--- src/rtl/pipeline_ctrl.sv ---
// Stall/flush controller for the five-stage pipeline: per-register load enables,
// flushes, memory-wait FSM, saturating stall counter and sticky memory timeout.
// Optional feature: define PIPELINE_CTRL_FORWARDING_EN for a forwarding datapath (load-use only).
module pipeline_ctrl #(
  parameter int unsigned MEM_TIMEOUT = 255
) (
  input  logic        clock_i,
  input  logic        reset_i,
  input  logic [4:0]  id_rs1_i,
  input  logic [4:0]  id_rs2_i,
  input  logic        id_rs1_used_i,
  input  logic        id_rs2_used_i,
  input  logic [4:0]  ex_rd_i,
  input  logic        ex_reg_en_i,
  input  logic        ex_is_load_i,
  input  logic [4:0]  mem_rd_i,
  input  logic        mem_reg_en_i,
  input  logic        ex_branch_taken_i,
  input  logic        mem_req_i,
  input  logic        mem_ready_i,
  output logic        pc_en_o,
  output logic        if_id_en_o,
  output logic        id_ex_en_o,
  output logic        ex_mem_en_o,
  output logic        mem_wb_en_o,
  output logic        if_id_flush_o,
  output logic        id_ex_flush_o,
  output logic        wb_bubble_o,
  output logic [1:0]  state_o,
  output logic [15:0] stall_cycles_o,
  output logic        mem_timeout_o
);

  typedef enum logic [1:0] {
    RUN      = 2'd0,
    MEM_WAIT = 2'd1,
    HALT     = 2'd2
  } state_e;

  state_e      state_q, state_d;
  logic [7:0]  wait_cnt_q, wait_cnt_d;
  logic [15:0] stall_cycles_q, stall_cycles_d;
  logic        mem_timeout_q, mem_timeout_d;

  logic        ex_match, mem_match, data_hazard;
  logic        mem_hold;
  logic [8:0]  wait_inc;
  logic        wait_expired;
  logic        unused_inputs;

  assign ex_match  = (ex_rd_i != '0) && ex_reg_en_i &&
                     ((id_rs1_used_i && (id_rs1_i == ex_rd_i)) ||
                      (id_rs2_used_i && (id_rs2_i == ex_rd_i)));
  assign mem_match = (mem_rd_i != '0) && mem_reg_en_i &&
                     ((id_rs1_used_i && (id_rs1_i == mem_rd_i)) ||
                      (id_rs2_used_i && (id_rs2_i == mem_rd_i)));

`ifdef PIPELINE_CTRL_FORWARDING_EN
  assign data_hazard   = ex_is_load_i && ex_match;
  assign unused_inputs = mem_match;
`else
  assign data_hazard   = ex_match || mem_match;
  assign unused_inputs = ex_is_load_i;
`endif

  // In RUN the stall needs an active request; once in MEM_WAIT only mem_ready releases it.
  assign mem_hold     = (state_q == RUN) ? (mem_req_i && !mem_ready_i) : !mem_ready_i;
  assign wait_inc     = {1'b0, wait_cnt_q} + 9'd1;
  assign wait_expired = (wait_inc >= 9'(MEM_TIMEOUT));

  always_ff @(posedge clock_i) begin
    if (reset_i) begin
      state_q        <= RUN;
      wait_cnt_q     <= '0;
      stall_cycles_q <= '0;
      mem_timeout_q  <= 1'b0;
    end else begin
      state_q        <= state_d;
      wait_cnt_q     <= wait_cnt_d;
      stall_cycles_q <= stall_cycles_d;
      mem_timeout_q  <= mem_timeout_d;
    end
  end

  always_comb begin
    state_d       = state_q;
    wait_cnt_d    = wait_cnt_q;
    mem_timeout_d = mem_timeout_q;
    case (state_q)
      RUN, MEM_WAIT: begin
        if (mem_hold) begin
          wait_cnt_d = wait_inc[7:0];
          if (wait_expired) begin
            state_d       = HALT;
            mem_timeout_d = 1'b1;
          end else begin
            state_d = MEM_WAIT;
          end
        end else begin
          state_d    = RUN;
          wait_cnt_d = '0;
        end
      end
      HALT:    state_d = HALT;
      default: state_d = RUN;
    endcase
  end

  always_comb begin
    pc_en_o       = 1'b0;
    if_id_en_o    = 1'b0;
    id_ex_en_o    = 1'b0;
    ex_mem_en_o   = 1'b0;
    mem_wb_en_o   = 1'b0;
    if_id_flush_o = 1'b0;
    id_ex_flush_o = 1'b0;
    wb_bubble_o   = 1'b0;
    if (reset_i) begin
      if_id_flush_o = 1'b1;
      id_ex_flush_o = 1'b1;
      wb_bubble_o   = 1'b1;
    end else if (state_q != HALT) begin
      if (mem_hold) begin
        mem_wb_en_o = 1'b1;
        wb_bubble_o = 1'b1;
      end else if (ex_branch_taken_i) begin
        pc_en_o       = 1'b1;
        if_id_en_o    = 1'b1;
        id_ex_en_o    = 1'b1;
        ex_mem_en_o   = 1'b1;
        mem_wb_en_o   = 1'b1;
        if_id_flush_o = 1'b1;
        id_ex_flush_o = 1'b1;
      end else if (data_hazard) begin
        id_ex_en_o    = 1'b1;
        ex_mem_en_o   = 1'b1;
        mem_wb_en_o   = 1'b1;
        id_ex_flush_o = 1'b1;
      end else begin
        pc_en_o     = 1'b1;
        if_id_en_o  = 1'b1;
        id_ex_en_o  = 1'b1;
        ex_mem_en_o = 1'b1;
        mem_wb_en_o = 1'b1;
      end
    end
  end

  always_comb begin
    stall_cycles_d = stall_cycles_q;
    if ((state_q != HALT) && !pc_en_o && (stall_cycles_q != '1))
      stall_cycles_d = stall_cycles_q + 16'd1;
  end

  assign state_o        = state_q;
  assign stall_cycles_o = stall_cycles_q;
  assign mem_timeout_o  = mem_timeout_q;

endmodule

--- config.mk ---
export PLATFORM = sky130hd
export DESIGN_NAME = pipeline_ctrl
export DESIGN_NICKNAME = d
export VERILOG_FILES = /design/src/rtl/pipeline_ctrl.sv
export SDC_FILE = /design/constraint.sdc
export NUM_CORES = 1
export LEC_CHECK = 0
export BUFFER_PORTS_ARGS = -buffer_cell sky130_fd_sc_hd__buf_2
export CORE_MARGIN = 2
export CORE_UTILIZATION = 50
export DETAILED_ROUTE_END_ITERATION = 7
export GPL_TIMING_DRIVEN = 1
export PLACE_DENSITY = 0.79
export SLEW_MARGIN = 20
export SYNTH_ARGS = -nofsm -noshare
export SYNTH_HDL_FRONTEND = slang
export SYNTH_SLANG_ARGS = --single-unit
export TNS_END_PERCENT = 50
--- constraint.sdc ---
create_clock -name clock_i -period 7 [get_ports clock_i]
set_clock_uncertainty 0.2 [all_clocks]
set_input_delay 0.7 -clock clock_i [delete_from_list [all_inputs] [get_ports clock_i]]
set_output_delay 0.7 -clock clock_i [all_outputs]
set_load 0.005 [all_outputs]
After elaboration in Yosys (flattened, before gate mapping)
Cells that the tools add are included.
{"block": "totals", "register_bits": 27, "out_inout_bits": 27, "inputBits": 30, "elab_cells": 63}
{"block": "op_classes", "n_addsub": 2, "muxes": 27, "eq_ne": 8, "order_cmp": 1, "reduce_logical": 21}
{"op": "two-way mux 1 bit", "n": 23}
{"op": "== test 5 bit", "n": 4}
{"op": "adder 16 x 1 -> 16 bit (second input constant)", "n": 1}
{"op": "inequality test 16 bit (second input constant)", "n": 1}
{"op": "logical AND 1 bit", "n": 11}
{"op": "nonzero test 5 bit", "n": 2}
{"op": "adder 8 x 1 -> 9 bit (second input constant)", "n": 1}
{"op": ">= comparator 9 x 8 -> 1 bit (second input constant)", "n": 1}
{"op": "two-way mux 8 bit", "n": 1}
{"op": "two-way mux 2 bit", "n": 2}
{"op": "one-hot mux 2 bit (2 select lines)", "n": 1}
{"op": "logical OR 1 bit", "n": 3}
{"op": "AND reduction 3 bit", "n": 1}
{"op": "== test 2 x 1 -> 1 bit (second input constant)", "n": 1}
{"op": "== test 2 bit (second input constant)", "n": 1}
{"op": "zero test 1 bit", "n": 2}
{"op": "zero test 2 bit", "n": 1}
{"op": "inequality test 2 bit (second input constant)", "n": 1}
{"op": "OR reduction 2 bit", "n": 1}

Depth between registers and ports, before layout
{"block": "logic_depth", "word_depth": 13, "ltp_mapped": 10, "mapped_depth_nobuf": 8}

Worst setup path after synthesis
No wires, ideal clock.
{"block": "synth_path", "kind": "input -> output", "from": "input port ex_rd_i[1]", "to": "output port pc_en_o", "slack_ns": 4.211, "n_path_buf": 1, "t_required_ns": 6.100, "t_arrival_ns": 1.889, "stages": 7, "path_cell_list": "or4_4 -> o21ai_0 -> nor2_1 -> a21oi_1 -> nor2_1 -> nor2_1 -> buf_4"}
{"block": "synth_via", "elab_chain_cells": 10, "word_cells_on_any_way": 14, "cone_classes": "2 x eq/ne; 5 x mux; 7 x reduce/logical"}
{"element": "from (decl)", "line": "13", "rtl": "input logic [4:0] ex_rd_i,"}
{"element": "== test 5 bit, on equally long branches", "line": "52, 53"}
{"element": "logical AND 1 bit, on equally long branches", "line": "52, 53"}
{"element": "logical OR 1 bit", "line": "52", "rtl": "((id_rs1_used_i && (id_rs1_i == ex_rd_i)) ||"}
{"element": "logical AND 1 bit *", "line": "51", "rtl": "assign ex_match = (ex_rd_i != '0) && ex_reg_en_i &&"}
{"element": "logical OR 1 bit *", "line": "62", "rtl": "assign data_hazard = ex_match || mem_match;"}
{"element": "two-way mux 1 bit * (5 in series)"}
{"element": "to (decl)", "line": "21", "rtl": "output logic pc_en_o,"}
Mark *: on every way between the ends. The rest lies on a longest branch, timed or not.

Worst setup path after layout
{"block": "layout_path", "from": "input port ex_rd_i[1]", "to": "output port if_id_en_o"}
{"block": "layout_via", "elab_chain_cells": 10, "word_cells_on_any_way": 14, "cone_classes": "2 x eq/ne; 5 x mux; 7 x reduce/logical"}
{"element": "== test 5 bit, on equally long branches", "line": "52, 53"}
{"element": "logical AND 1 bit, on equally long branches", "line": "52, 53"}
{"element": "logical OR 1 bit", "line": "52"}
{"element": "logical AND 1 bit *", "line": "51"}
{"element": "logical OR 1 bit *", "line": "62"}
{"element": "two-way mux 1 bit *", "line": "134", "rtl": "end else if (data_hazard) begin"}
{"element": "two-way mux 1 bit *", "line": "126", "rtl": "end else if (ex_branch_taken_i) begin"}
{"element": "two-way mux 1 bit *", "line": "123", "rtl": "if (mem_hold) begin"}
{"element": "two-way mux 1 bit *", "line": "122", "rtl": "end else if (state_q != HALT) begin"}
{"element": "two-way mux 1 bit *", "line": "118", "rtl": "if (reset_i) begin"}
{"element": "to (decl)", "line": "22", "rtl": "output logic if_id_en_o,"}
Marks and branches as above.

==> impl_metrics.sql <==
INSERT INTO impl_metrics (metric_group, metric, value, unit) VALUES
('clock_network', 'cts_num_sinks', '27', ''),
('min_path', 'hold_path_end', 'mem_timeout_o', ''),
('floorplanning', 'design.core.area', '3337', 'µm²'),
('final_layout', 'antenna_cells', '0', ''),
('final_layout', 'layout.nets', '303', ''),
('final_layout', 'area.growth.synth_to_final', '17.21', '%'),
('sta', 'final_period_util', '42.64', '%'),
('clock_network', 'cts-resized-gates', '0', ''),
('floorplanning', 'std_cell_rows', '21', ''),
('logic_synthesis', 'synth_fp_nets', '252', ''),
('final_layout', 'stdcell_count', '315', ''),
('logic_synthesis', 'post_synth_most_frequent_cells', 'sky130_fd_sc_hd__dfxtp_1, sky130_fd_sc_hd__nor2_1, sky130_fd_sc_hd__a21oi_1', ''),
('sta', 'slew-limit-headroom', '64.75', '%'),
('job', 'drv.max_cap_violation_count', '0', ''),
('clock_network', 'tritoncts', 'done', ''),
('sta', 'finalSetupViolations', '0', ''),
('place', 'place.gp.congestion', '0.8457', ''),
('place', 'dp.final_hpwl', '3.037', 'mm'),
('clock_network', 'clock_path_buffers', '2', ''),
('pwr', 'fin_total_pwr', '281.9', 'µW'),
('sta', 'timing.setup.tns', '0', 'ns'),
('sta', 'fmaxAchievable', '0.3351', 'GHz'),
('critical_path', 'timing.reg2reg.setup_slack', '4.33', 'ns'),
('global_routing', 'globalRouteOverflowTotal', '0', ''),
('critical_path', 'cp-end-kind', 'output pin', ''),
('logic_synthesis', 'synth.cell_area', '1730', 'µm²'),
('critical_path', 'r2r-end', 'stall_cycles_o[5]', ''),
('global_routing', 'globalRouteTotalUtil', '21.47', '%'),
('logic_synthesis', 'synthDominantAreaCellType', 'sky130_fd_sc_hd__dfxtp_1', ''),
('pwr', 'vdd.ir_drop.worst', '0.1052', 'mV'),
('place', 'numPlacedInstances', '311', ''),
('sta', 'post-route-worst-setup-slack', '4.015', 'ns'),
('clock_network', 'cts-buffers-inserted', '3', ''),
('logic_synthesis', 'synth_sequential_area_ratio', '31.24', '%'),
('global_routing', 'number_of_antenna_violations_at_the_first_check_in_global_routing', '0', ''),
('place', 'pre_cts_ws', '4.035', 'ns'),
('global_routing', 'global_route_wire_length_before_repair', '6.996', 'mm'),
('floorplanning', 'fp.dieW', '62.83', 'µm'),
('critical_path', 'worst-setup-path-type', 'input port to output pin', ''),
('logic_synthesis', 'synthMostInstantiatedCell', 'sky130_fd_sc_hd__dfxtp_1', ''),
('critical_path', 'critPathArrivalTime', '2.08', 'ns'),
('critical_path', 'startpoint_type', 'input port', ''),
('critical_path', 'timing.rr.start', 'state_o[1]', ''),
('route', 'wl', '4.017', 'mm'),
('route', 'detail_route.first_pass.iterations', '4', ''),
('route', 'wl_per_cell', '12.75', 'µm'),
('floorplanning', 'die_area', '3948', 'µm²'),
('clock_network', 'post-cts-setup-buffers', '0', ''),
('floorplanning', 'chipHeight', '62.83', 'µm'),
('sta', 'finalHoldWorstSlack', '0.2576', 'ns'),
('clock_network', 'root_buffer_selected_by_cts', 'sky130_fd_sc_hd__clkbuf_4', ''),
('global_routing', 'vias_in_the_first_global_route', '1619', ''),
('route', 'vias', '1750', ''),
('logic_synthesis', 'synthDominantCellAreaShare', '31.24', '%'),
('clock_network', 'clock_latency', '0.34', 'ns'),
('logic_synthesis', 'yosys_warnings', '0', ''),
('logic_synthesis', 'synth-seq-cells', '27', ''),
('min_path', 'whs_path_depth', '2', ''),
('critical_path', 'timing.critical_path.fanout_max', '3', ''),
('global_routing', 'grt_start_max_net_pins', '29', ''),
('clock_network', 'htreeDepth', '1', ''),
('place', 'port_buffers', '55', ''),
('critical_path', 'timing.reg2reg.worst_path_depth', '7', ''),
('final_layout', 'fraction_of_layout_instances_using_a_drive_strength_above_1', '25.28', '%'),
('route', 'ant_nets', '0', ''),
('logic_synthesis', 'synth-async-reset-ratio', '0', '%'),
('pwr', 'power-per-cell-area', '139.0', 'nW/µm²'),
('critical_path', 'worst_ep_required_time', '6.10', 'ns'),
('run_status', 'status', 'finished clean', ''),
('logic_synthesis', 'ys_top_cells_by_area', 'sky130_fd_sc_hd__dfxtp_1, sky130_fd_sc_hd__xnor2_1, sky130_fd_sc_hd__a21oi_1', ''),
('sta', 'worst_pin_slew', '0.5281', 'ns');
## per-stage QoR
step	util, %	area [µm²]
finish	60.78	2028
global route	60.78	2028
CTS	60.78	2028
detailed placement	59.88	1998
global placement	59.88	1998
floorplan	-	1730
## placed cells by master, fill, tap and decap left out, types with 9 or more instances in the layout
cell type	n
sky130_fd_sc_hd__nand2_1	14
sky130_fd_sc_hd__a21oi_1	22
sky130_fd_sc_hd__nor2_1	24
sky130_fd_sc_hd__o21ai_0	10
sky130_fd_sc_hd__xor2_1	9
sky130_fd_sc_hd__or3_1	10
sky130_fd_sc_hd__dfxtp_1	27
sky130_fd_sc_hd__xnor2_1	15
sky130_fd_sc_hd__buf_2	55
sky130_fd_sc_hd__nand4_1	9
## metal layers
metal  share of wire (%)  routed length [µm]  up-vias  GRT usage, %
met2                  46                1860       55         37.10
li1                    -                   -      896             -
met5                   0                   0        -             0
met1                  46                1864      794         26.86
met4                 1.1                  43        0         7.222
met3                 6.2                 248        5         3.784
## cells by family (layout without fill, tap and decap cells)
family	Yosys count	in the layout	synth area share, %
xor+xnor	24	24	12.15
flops	27	27	31.24
fa+ha+maj	3	3	2.169
simple gates	91	91	27.69
mux	1	1	0.5785
buf+inv	16	66	5.279
compound gates	57	57	20.90
## worst max-delay path by stage
stage	from	to	slack [ns]	depth (start not counted)
after detailed placement	ex_rd_i[1]	pc_en_o	4.04	8
after global placement	ex_rd_i[1]	pc_en_o	4.04	8
after floorplan	ex_rd_i[1]	pc_en_o	4.21	7
after global routing	state_o[1]	id_ex_flush_o	3.85	6
final	ex_rd_i[1]	if_id_en_o	4.02	8
after CTS	ex_rd_i[1]	pc_en_o	4.03	8
## worst max-delay path, stage by stage
cell and delay, ns:
sky130_fd_sc_hd__buf_2 0.13, sky130_fd_sc_hd__or4_4 0.54, sky130_fd_sc_hd__o21ai_0 0.16, sky130_fd_sc_hd__nor2_1 0.06, sky130_fd_sc_hd__a21oi_1 0.18, sky130_fd_sc_hd__nor2_1 0.06, sky130_fd_sc_hd__nor2_1 0.11, sky130_fd_sc_hd__buf_2 0.13
## layout make-up
cell class / instances / area, µm²
inverters: 7 / 26.28
well taps: 46 / 57.56
clock inverters: 1 / 7.507
flip-flops and latches: 27 / 540.5
clock buffers: 3 / 22.52
fillers: 334 / 1309
multi-input cells: 176 / 1099
repair buffers: 55 / 275.3
## registers in the layout, indices dropped and copies added (netlist names)
| signal | flops |
|---|---|
| state_o | 2 |
| stall_cycles_o | 16 |
| wait_cnt_q | 8 |
| mem_timeout_o | 1 |
## where the power goes
part,switching (mW),internal [mW]
Combinational,0.0278,0.0242
Sequential,0.00310,0.156
Clock,0.0485,0.0219
(Power assumes the default switching activity.)
